**src/rtl/exc_commit_ctrl.sv**
```systemverilog
// Exception / ertn commit sequencer between WB, the CSR file and pre-IF.
// Ports: WB event flags in, CSR commit strobes out, pre-IF redirect handshake out.
module exc_commit_ctrl #(
    parameter int DRAIN_CYCLES = 1
) (
    input  logic        clk,
    input  logic        rst,
    input  logic        wb_valid,
    output logic        wb_ready,
    input  logic [31:0] wb_pc,
    input  logic [31:0] wb_vaddr,
    input  logic        wb_int,
    input  logic        wb_adef,
    input  logic        wb_ine,
    input  logic        wb_sys,
    input  logic        wb_brk,
    input  logic        wb_ale,
    input  logic        wb_ertn,
    output logic        wb_commit_ok,
    input  logic [31:0] ex_entry,
    input  logic [31:0] ertn_pc,
    output logic        wb_ex,
    output logic [5:0]  wb_ecode,
    output logic [8:0]  wb_esubcode,
    output logic [31:0] wb_epc,
    output logic        wb_badv_we,
    output logic [31:0] wb_badv,
    output logic        ertn_flush,
    output logic        pipe_flush,
    output logic        redirect_valid,
    output logic [31:0] redirect_pc,
    input  logic        redirect_ready
);

    typedef enum logic [1:0] {
        IDLE,
        COMMIT,
        REDIRECT,
        DRAIN
    } state_t;

    localparam logic [3:0] DRAIN_LD = 4'(DRAIN_CYCLES);

    state_t      state_q;
    state_t      state_d;
    logic        is_ertn_q;
    logic        badv_en_q;
    logic [3:0]  drain_q;

    logic        any_exc;
    logic        wb_event;
    logic [5:0]  ecode_sel;
    logic        badv_en_sel;
    logic [31:0] badv_sel;

    assign any_exc  = wb_int | wb_adef | wb_ine | wb_sys | wb_brk | wb_ale;
    assign wb_event = wb_valid & (any_exc | wb_ertn);

    // Several flags may be set at once; only the highest-priority one wins.
    always_comb begin
        ecode_sel   = 6'h00;
        badv_en_sel = 1'b0;
        badv_sel    = 32'h0;
        priority case (1'b1)
            wb_int:  ecode_sel = 6'h00;
            wb_adef: begin
                ecode_sel   = 6'h08;
                badv_en_sel = 1'b1;
                badv_sel    = wb_pc;
            end
            wb_ine:  ecode_sel = 6'h0D;
            wb_sys:  ecode_sel = 6'h0B;
            wb_brk:  ecode_sel = 6'h0C;
            wb_ale:  begin
                ecode_sel   = 6'h09;
                badv_en_sel = 1'b1;
                badv_sel    = wb_vaddr;
            end
            default: ecode_sel = 6'h00;
        endcase
    end

    always_comb begin
        state_d = state_q;
        unique case (state_q)
            IDLE:     if (wb_event) state_d = COMMIT;
            COMMIT:   state_d = REDIRECT;
            REDIRECT: begin
                if (redirect_ready)
                    state_d = (DRAIN_LD != 4'd0) ? DRAIN : IDLE;
            end
            DRAIN:    if (drain_q <= 4'd1) state_d = IDLE;
            default:  state_d = IDLE;
        endcase
    end

    always_ff @(posedge clk) begin
        if (rst) begin
            state_q     <= IDLE;
            is_ertn_q   <= 1'b0;
            badv_en_q   <= 1'b0;
            drain_q     <= 4'd0;
            wb_ecode    <= 6'h00;
            wb_epc      <= 32'h0;
            wb_badv     <= 32'h0;
            redirect_pc <= 32'h0;
        end else begin
            state_q <= state_d;
            unique case (state_q)
                IDLE: begin
                    if (wb_event) begin
                        // ertn only wins when no exception flag is set
                        is_ertn_q <= ~any_exc;
                        badv_en_q <= any_exc & badv_en_sel;
                        wb_ecode  <= any_exc ? ecode_sel : 6'h00;
                        wb_epc    <= wb_pc;
                        wb_badv   <= any_exc ? badv_sel : 32'h0;
                    end
                end
                // Sampled before the CSR write from this strobe lands.
                COMMIT:   redirect_pc <= is_ertn_q ? ertn_pc : ex_entry;
                REDIRECT: if (redirect_ready) drain_q <= DRAIN_LD;
                DRAIN:    if (drain_q != 4'd0) drain_q <= drain_q - 4'd1;
                default:  ;
            endcase
        end
    end

    assign wb_esubcode    = 9'h000;
    assign wb_ex          = (state_q == COMMIT) & ~is_ertn_q;
    assign wb_badv_we     = (state_q == COMMIT) & ~is_ertn_q & badv_en_q;
    assign ertn_flush     = (state_q == COMMIT) & is_ertn_q;
    assign pipe_flush     = (state_q != IDLE);
    assign redirect_valid = (state_q == REDIRECT);
    assign wb_ready       = (state_q == IDLE);
    assign wb_commit_ok   = wb_valid & (state_q == IDLE) & ~wb_event;

endmodule

```
**config.mk**
```make
export PLATFORM = sky130hd
export DESIGN_NAME = exc_commit_ctrl
export DESIGN_NICKNAME = d
export VERILOG_FILES = /design/src/rtl/exc_commit_ctrl.sv
export SDC_FILE = /design/constraint.sdc
export NUM_CORES = 1
export LEC_CHECK = 0
export BUFFER_PORTS_ARGS = -buffer_cell sky130_fd_sc_hd__buf_4
export CORE_ASPECT_RATIO = 0.8
export CORE_MARGIN = 2
export CORE_UTILIZATION = 30
export DETAILED_ROUTE_END_ITERATION = 6
export PLACE_DENSITY = 0.57
export SYNTH_ARGS = -nofsm -noshare
export SYNTH_HDL_FRONTEND = slang
export SYNTH_SLANG_ARGS = --single-unit
```
**constraint.sdc**
```tcl
create_clock -name clk -period 2.52 [get_ports clk]
set_input_delay 0.504 -clock clk [delete_from_list [all_inputs] [get_ports clk]]
set_output_delay 0.504 -clock clk [all_outputs]
set_load 0.02 [all_outputs]
```
==> key figures, run 1 <==
Critical path
  • CP endpoint kind: output port
  • CP dominant cell by count: buf_4
  • Worst Setup Path Type: in2out
  • Largest delay share family, worst path: simple AND/OR/NAND/NOR gates
  • CP max-delay cell: or4_1
  • Worst-path maximum fanout: 6
  • Worst r2r src: state_q[1]$_SDFFE_PP0P_
  • Worst reg2reg endpoint: wb_badv[18]$_SDFFE_PP0P_
  • Worst path required time: 2.02 ns
  • Flop2flop setup slack: 0.62 ns
  • Slowest stage delay, CP: 0.67 ns
  • Worst Reg-to-Reg Cells: 7
  • Critical path data arrival time: 1.76 ns
  • Critical path cell sequence: buf_4, or4_1, nor3_1, buf_4
  • Worst path bufs/invs: 2
  • Crit start category: input port

Placed design
  • Post-DP HPWL: 11000 µm
  • Area after DPL: 6810 µm²
  • Routability cong.: 0.772
  • Port buffer count: 245
  • Dpl cells: 987

Synth
  • Synth warnings: 0
  • Seq/Total Area, Yosys: 44.3%
  • Cells after synthesis: 562
  • Netlist Area Pre-Place: 4880 µm²
  • Yosys cell types: 37
  • #FFs+latches synth: 108
  • Avg Synthesized Cell Area: 8.68 µm²

Power and ir drop
  • Power density over the cells: 869 nW/µm²
  • Clock network fraction of design power: 23.2%
  • Switching part of the total: 36.6%
  • Gate power share: 39.3%
  • Leakage: 3.01 nW
  • Psw: 0.00226 W
  • Sequential Power Share: 37.4%
  • Max rail drop VDD: 0.398 mV
  • Pint: 0.00392 W

Status
  • Status: finished clean

Floorplan
  • Core area: 15900 µm²
  • Die X: 147 µm
  • Die area: 17300 µm²
  • Boundary Pins: 257
  • Rows: 41
  • Initial core utilization: 30.8%
  • Chip Height: 118 µm

Hold path
  • Worst Hold Class: in2reg
  • Hold depth: 2
  • Min-Delay Endpoint: drain_q[3]$_SDFFE_PP0P_
  • HP Start: redirect_ready

GRT
  • Vias in the first global route: 4652
  • First-pass GRT wire length: 23900 µm
  • Largest net degree at the start of global routing: 49
  • Total congestion overflow: 0
  • Initial antenna violation count: 0
  • Total GRT Usage: 17.0%

STA
  • Clock skew: 0.00776 ns
  • Worst-margin pin slew: 0.516 ns
  • Slew Viols, Final: 0
  • Final min period: 2.26 ns
  • Fmax: 442 MHz
  • Hold Fails Final Rpt: 0
  • RSZ-0062 raised after global routing: no
  • Setup TNS: 0 ns
  • Crit share post-route: 89.7%
  • Final setup vio count: 0
  • Slew margin rel.: 65.6%

Cells and area
  • Commonest non-fill, non-tap cell in the layout: buf_4
  • Fin cells: 1003
  • Share of layout cells above drive strength 1: 39.5%
  • Most frequent cells in the layout: buf_4 (257), dfxtp_1 (107), nand2_1 (106)
  • Final #Nets: 929
  • Antenna fix cells: 0
  • Area Growth Syn to Fin: 45.8%
  • Fill cell instance count of the final layout: 1576
  • Multi-input gate area: 2400 µm²
  • Final Instance Area: 7120 µm²
  • Storage element area: 2160 µm²

CTS
  • Clk Latency, worst-skew pair: 0.34 ns
  • H-tree Lvls: 3
  • Total CTS buffers: 9
  • Clk buf depth: 2
  • CTS tree: yes
  • Clock sink count: 108
  • Clk root buf: clkbuf_16
  • Cts repair resizes: 0
  • Hold Buf Count CTS: 0
  • Setup bufs post-CTS: 0
  • Clk slew on worst S/H paths: 0.07 ns

Drt
  • Drt first-iter violations: 209
  • DR DRC count: 0
  • Final ANT Viol Nets: 0
  • Drt pass-1 iters: 4
  • Drt wl/cell: 14.7 µm
  • Total Wirelength: 14700 µm
  • Drt via density: 4.69
  • Via count: 4706

Job
  • Max_cap viols: 0
[kinds of logic after synthesis]
group / share of synthesized area, %
AOI/OAI and AO/OA: 14.2
muxes: 14.4
adders and majority gates: 1.79
and+or+nand+nor: 17.1
other: 0.0768
buffers and inverters: 7.77
DFF: 44.3
xor gates and xnor gates: 0.359
[routing by layer]
metal / track usage [%] / part of all wire (%) / vias up
met5: 0 / 0 / -
met4: 4.55 / 1.7 / 0
met3: 5.43 / 7.5 / 20
met2: 28.5 / 47 / 150
met1: 21.0 / 44 / 2188
li1: - / - / 2348
[layout make-up]
| cell class | count | share of cell area [%] |
|---|---|---|
| multi-input combinational | 397 | 33.7 |
| sequential | 108 | 30.4 |
| timing repair buffer | 258 | 27.4 |
| tap | 215 | 3.78 |
| clock buffer | 11 | 3.41 |
| clock inverter | 5 | 0.861 |
| inverter | 9 | 0.475 |
[synthesized netlist by cell type (all sizes together)]
cell type | instances | share of area (%)
dfxtp | 108 | 44
nand2 | 106 | 8.2
a21oi | 72 | 7.5
buf | 37 | 5.5
nor2 | 37 | 2.8
a211oi | 34 | 5.2
nand3 | 34 | 3.5
mux2 | 33 | 7.6
mux2i | 33 | 6.8
clkbuf | 21 | 1.6
inv | 9 | 0.69
ha | 7 | 1.8
nor2b | 4 | 0.51
and2 | 3 | 0.38
nor3 | 3 | 0.31
or3 | 3 | 0.38
xor2 | 2 | 0.36
a221oi | 1 | 0.18
a31oi | 1 | 0.13
and3 | 1 | 0.13
conb | 1 | 0.077
nand3b | 1 | 0.15
nand4b | 1 | 0.18
nand4bb | 1 | 0.23
o211a | 1 | 0.21
o211ai | 1 | 0.15
o21ai | 1 | 0.10
o21ba | 1 | 0.21
o21bai | 1 | 0.15
o311ai | 1 | 0.18
o31a | 1 | 0.18
or4 | 1 | 0.15
or4b | 1 | 0.21
[metrics by stage]
stage / util, % / setup WS, ns / power (W) / hold slack [ns]
2_1_floorplan: - / 0.366 / 0.00380 / 0.432
3_3_place_gp: 43.0 / 0.285 / 0.00475 / 0.439
3_5_place_dp: 43.0 / 0.257 / 0.00481 / 0.448
4_1_cts: 44.9 / 0.255 / 0.00627 / 0.352
5_1_grt: 44.9 / 0.203 / 0.00656 / 0.366
6_report: 44.9 / 0.260 / 0.00618 / 0.369
[flip-flops by register name, indices dropped and copies added (netlist names)]
| name | flops |
|---|---|
| redirect_pc | 32 |
| wb_badv | 32 |
| wb_epc | 32 |
| drain_q | 4 |
| wb_ecode | 4 |
| state_q | 2 |
| badv_en_q | 1 |
| is_ertn_q | 1 |
[how the worst max path moves through the flow]
stage           start                       end  slack (ns)  depth (start not counted)
4_1_cts        wb_ine              wb_commit_ok        0.25                          4
5_1_grt        wb_ine              wb_commit_ok        0.20                          4
2_1_floorplan  wb_ine              wb_commit_ok        0.37                          3
3_3_place_gp   wb_ine  wb_badv[26]$_SDFFE_PP0P_        0.28                          6
6_report       wb_ine              wb_commit_ok        0.26                          4
3_5_place_dp   wb_ine              wb_commit_ok        0.26                          4
[power groups by stage]
stage / sequential (W) / combinational, W / clock, W
2_1_floorplan: 0.00277 / 0.00104 / 0
6_report: 0.00231 / 0.00243 / 0.00144
4_1_cts: 0.00232 / 0.00246 / 0.00150
5_1_grt: 0.00236 / 0.00264 / 0.00156
3_3_place_gp: 0.00233 / 0.00241 / 0
3_5_place_dp: 0.00235 / 0.00246 / 0
No activity file was read; power rests on OpenSTA's default activity.
==> run 2: changes to the inputs <==
--- a/config.mk
+++ b/config.mk
@@ -5,12 +5,14 @@
 export SDC_FILE = /design/constraint.sdc
 export NUM_CORES = 1
 export LEC_CHECK = 0
+export ABC_AREA = 1
 export BUFFER_PORTS_ARGS = -buffer_cell sky130_fd_sc_hd__buf_4
 export CORE_ASPECT_RATIO = 0.8
 export CORE_MARGIN = 2
 export CORE_UTILIZATION = 30
 export DETAILED_ROUTE_END_ITERATION = 6
-export PLACE_DENSITY = 0.57
+export HOLD_SLACK_MARGIN = 0.05
+export PLACE_DENSITY = 0.56
 export SYNTH_ARGS = -nofsm -noshare
 export SYNTH_HDL_FRONTEND = slang
 export SYNTH_SLANG_ARGS = --single-unit
==> run 2 against run 1 <==
Net effect:
- core utilization is 1.2 points lower
- synthesized cell count is 51% higher
- setup slack better by 0.24 ns
- sequential power hardly changed
- die area is 8.1% higher
- first-iteration DRC count is 24% higher
- via count is 21% higher
- cell area is 6.1% higher
- critical path depth is 1 higher
- fmax is 12% higher
- area after synthesis is 8.3% higher
==> key figures, run 2 <==
Status
  • Status: finished clean (unchanged)

Synth
  • Primary FF master, synth: dfxtp_1 (unchanged)
  • Synth Area in Simple Gates: 37.3% (was 17.1%)
  • Top post-synthesis cells by area: dfxtp_1 (41%), nand2_1 (29%), inv_1 (6.0%) (was dfxtp_1 (44%), nand2_1 (8.2%), mux2_2 (7.6%))
  • Cells after synthesis: 850 (was 562)
  • Post-synth top area share: 40.9% (was 44.3%)
  • Largest family of logic cells by synthesized area: simple AND/OR/NAND/NOR gates (unchanged)
  • Netlist Area Pre-Place: 5290 µm² (was 4880 µm²)
  • Yosys cell types: 23 (was 37)
  • #FFs+latches synth: 108 (unchanged)
  • Top cells by count, synth: nand2_1 (410), dfxtp_1 (108), inv_1 (84), nor2_1 (46), a21oi_1 (40) (was dfxtp_1 (108), nand2_1 (106), a21oi_1 (71), nor2_1 (37))
  • Post-synth EDFFs: 0 (unchanged)
  • Synth warnings: 0 (unchanged)
  • Synth Area in Compound Gates: 7.67% (was 14.2%)
  • Most common cell in the synthesized netlist: nand2_1 (was dfxtp_1)
  • Multiplexer share of the synthesized area: 0% (was 14.4%)
  • Synth area leader: dfxtp_1 (unchanged)
  • Synth async-reset ratio: 0% (unchanged)
  • Avg Synthesized Cell Area: 6.22 µm² (was 8.68 µm²)
  • Fraction of the mapped netlist area in adder cells: 1.66% (was 1.79%)
  • XOR/XNOR Fraction of Synth Area: 0.331% (was 0.359%)
  • Seq/Total Area, Yosys: 40.9% (was 44.3%)

Floorplan
  • Initial core utilization: 30.6% (was 30.8%)
  • Chip Height: 123 µm (was 118 µm)
  • Core area: 17300 µm² (was 15900 µm²)
  • Die X: 152 µm (was 147 µm)
  • Rows: 43 (was 41)
  • Die area: 18700 µm² (was 17300 µm²)
  • Boundary Pins: 257 (unchanged)

Drt
  • Via count: 5673 (was 4706)
  • Drt via density: 4.35 (was 4.69)
  • Drt pass-1 iters: 4 (unchanged)
  • DR DRC count: 0 (unchanged)
  • Final ANT Viol Nets: 0 (unchanged)
  • Total Wirelength: 17300 µm (was 14700 µm)
  • Drt wl/cell: 13.2 µm (was 14.7 µm)
  • Drt first-iter violations: 259 (was 209)

Cells and area
  • Commonest non-fill, non-tap cell in the layout: nand2_1 (was buf_4)
  • Antenna fix cells: 0 (unchanged)
  • Share of layout cells above drive strength 1: 26.3% (was 39.5%)
  • Final #Nets: 1220 (was 929)
  • Most frequent cells in the layout: nand2_1 (410), buf_4 (260), dfxtp_1 (108) (was buf_4 (257), dfxtp_1 (107), nand2_1 (106))
  • Area Growth Syn to Fin: 42.9% (was 45.8%)
  • Biggest regs: redirect_pc x32, wb_badv x32, wb_epc x32 (unchanged)

STA
  • Clock skew: 0.00911 ns (was 0.00776 ns)
  • Slew margin rel.: 53.9% (was 65.6%)
  • Final Worst Setup Slack: 0.497 ns (was 0.260 ns)
  • Setup TNS: 0 ns (unchanged)
  • Worst-margin pin slew: 0.690 ns (was 0.516 ns)
  • RSZ-0062 raised after global routing: no (unchanged)
  • Final setup vio count: 0 (unchanged)
  • Slew Viols, Final: 0 (unchanged)
  • Final min period: 2.02 ns (was 2.26 ns)
  • Crit share post-route: 80.3% (was 89.7%)
  • WHS: 0.411 ns (was 0.369 ns)
  • Fmax: 494 MHz (was 442 MHz)
  • Hold Fails Final Rpt: 0 (unchanged)

CTS
  • Clk buf depth: 2 (unchanged)
  • H-tree Lvls: 3 (unchanged)
  • CTS tree: yes (unchanged)
  • Clock sink count: 108 (unchanged)
  • Setup bufs post-CTS: 0 (unchanged)
  • Clk root buf: clkbuf_16 (unchanged)
  • Total CTS buffers: 9 (unchanged)
  • Cts repair resizes: 0 (unchanged)
  • Hold Buf Count CTS: 0 (unchanged)
  • Clk slew on worst S/H paths: 0.08 ns (was 0.07 ns)
  • Clk Latency, worst-skew pair: 0.35 ns (was 0.34 ns)

Power and ir drop
  • Gate power share: 46.6% (was 39.3%)
  • Power density over the cells: 917 nW/µm² (was 869 nW/µm²)
  • Psw: 0.00290 W (was 0.00226 W)
  • Pint: 0.00403 W (was 0.00392 W)
  • Max rail drop VDD: 0.352 mV (was 0.398 mV)
  • Sequential Power Share: 33.7% (was 37.4%)
  • Leakage: 4.01 nW (was 3.01 nW)
  • Switching part of the total: 41.9% (was 36.6%)
  • Clock network fraction of design power: 19.7% (was 23.2%)

GRT
  • Total GRT Usage: 18.1% (was 17.0%)
  • Largest net degree at the start of global routing: 59 (was 49)
  • M3 GR Usage: 4.13% (was 5.43%)
  • Vias in the first global route: 5201 (was 4652)
  • Met1 Usage GRT: 24.4% (was 21.0%)
  • Met2 GRT Util: 28.8% (was 28.5%)
  • First-pass GRT wire length: 27200 µm (was 23900 µm)
  • Total congestion overflow: 0 (unchanged)
  • Global routing's busiest layer: met2 (unchanged)
  • Initial antenna violation count: 0 (unchanged)

Critical path
  • Critical path data arrival time: 1.52 ns (was 1.76 ns)
  • CP endpoint kind: output port (unchanged)
  • Worst Setup Path Type: reg2out (was in2out)
  • Crit start category: flip-flop (was input port)
  • CP startpoint: state_q[1]$_SDFFE_PP0P_ (was wb_ine)
  • Worst r2r src: state_q[0]$_SDFFE_PP0P_ (was state_q[1]$_SDFFE_PP0P_)
  • Worst path required time: 2.02 ns (about the same)
  • Worst-path maximum fanout: 4 (was 6)

Hold path
  • HP Start: wb_pc[8] (was redirect_ready)
  • Worst Hold Class: in2reg (unchanged)

Job
  • Max_cap viols: 0 (unchanged)

Placed design
  • DP Worst Slack: 0.458 ns (was 0.257 ns)
  • Routability cong.: 0.814 (was 0.772)
  • Post-DP HPWL: 12300 µm (was 11000 µm)
  • Port buffer count: 245 (unchanged)
run 2: cell types whose count changed after synthesis, moves of 33 or more:
| cell | change |
|---|---|
| a211oi_1 | -34 |
| nand2_1 | +304 |
| inv_1 | +75 |
| o21ai_0 | +37 |
| mux2i_1 | -33 |
| mux2_2 | -33 |
run 2: logic make-up after synthesis:
family,after synthesis
AO/OA/AOI/OAI,80
other,1
XOR/XNOR,2
flip-flops,108
adder cells (fa/ha/maj),7
AND/OR/NAND/NOR,504
buffers and inverters,148
run 2: worst max-delay path, stage by stage (launching register included):
cell and delay (ns):
dfxtp_1 0.34, inv_1 0.08, ha_1 0.23, clkinv_1 0.14, nor2_2 0.20, buf_4 0.18
run 2: final cells by class:
class	instances	area, µm²
fillers	1900	9720
clock buffers	10	229
inverters	90	338
clock inverters	6	46.3
well taps	225	282
multi-input cells	604	2520
flip-flops and latches	108	2160
repair buffers	261	1970
run 2: through the flow:
step           utilization, %  area (µm²)  std cells  power, W
6_report                 43.7        7550       1304   0.00693
2_1_floorplan               -        5320        860   0.00442
4_1_cts                  43.7        7550       1304   0.00702
3_5_place_dp             42.1        7280       1288   0.00562
3_3_place_gp             42.1        7280       1288   0.00562
5_1_grt                  43.7        7550       1304   0.00749
run 2: power groups by stage:
| stage | sequential, W | combinational (W) | clock [W] |
|---|---|---|---|
| 3_5_place_dp | 0.00237 | 0.00325 | 0 |
| 6_report | 0.00233 | 0.00323 | 0.00136 |
| 2_1_floorplan | 0.00276 | 0.00166 | 0 |
| 3_3_place_gp | 0.00237 | 0.00325 | 0 |
| 4_1_cts | 0.00233 | 0.00326 | 0.00143 |
| 5_1_grt | 0.00238 | 0.00362 | 0.00148 |
run 2: per-layer routing:
metal  share of wire, %  routed length, µm  up-vias
met1                 48               8260     2524
met4                2.4                416        0
met3                4.7                819       24
met5                  0                  0        -
met2                 45               7770      137
li1                   -                  -     2988
run 2: path summary, 6_finish.rpt:
| check | end | slack (ns) | cells after the start |
|---|---|---|---|
| max | wb_ex | 0.50 | 5 |
| min | wb_epc[8]$_SDFFE_PP0P_ | 0.41 | 3 |
| min reg2reg | wb_epc[18]$_SDFFE_PP0P_ | 0.47 | 2 |
| max reg2reg | wb_badv[23]$_SDFFE_PP0P_ | 0.61 | 8 |
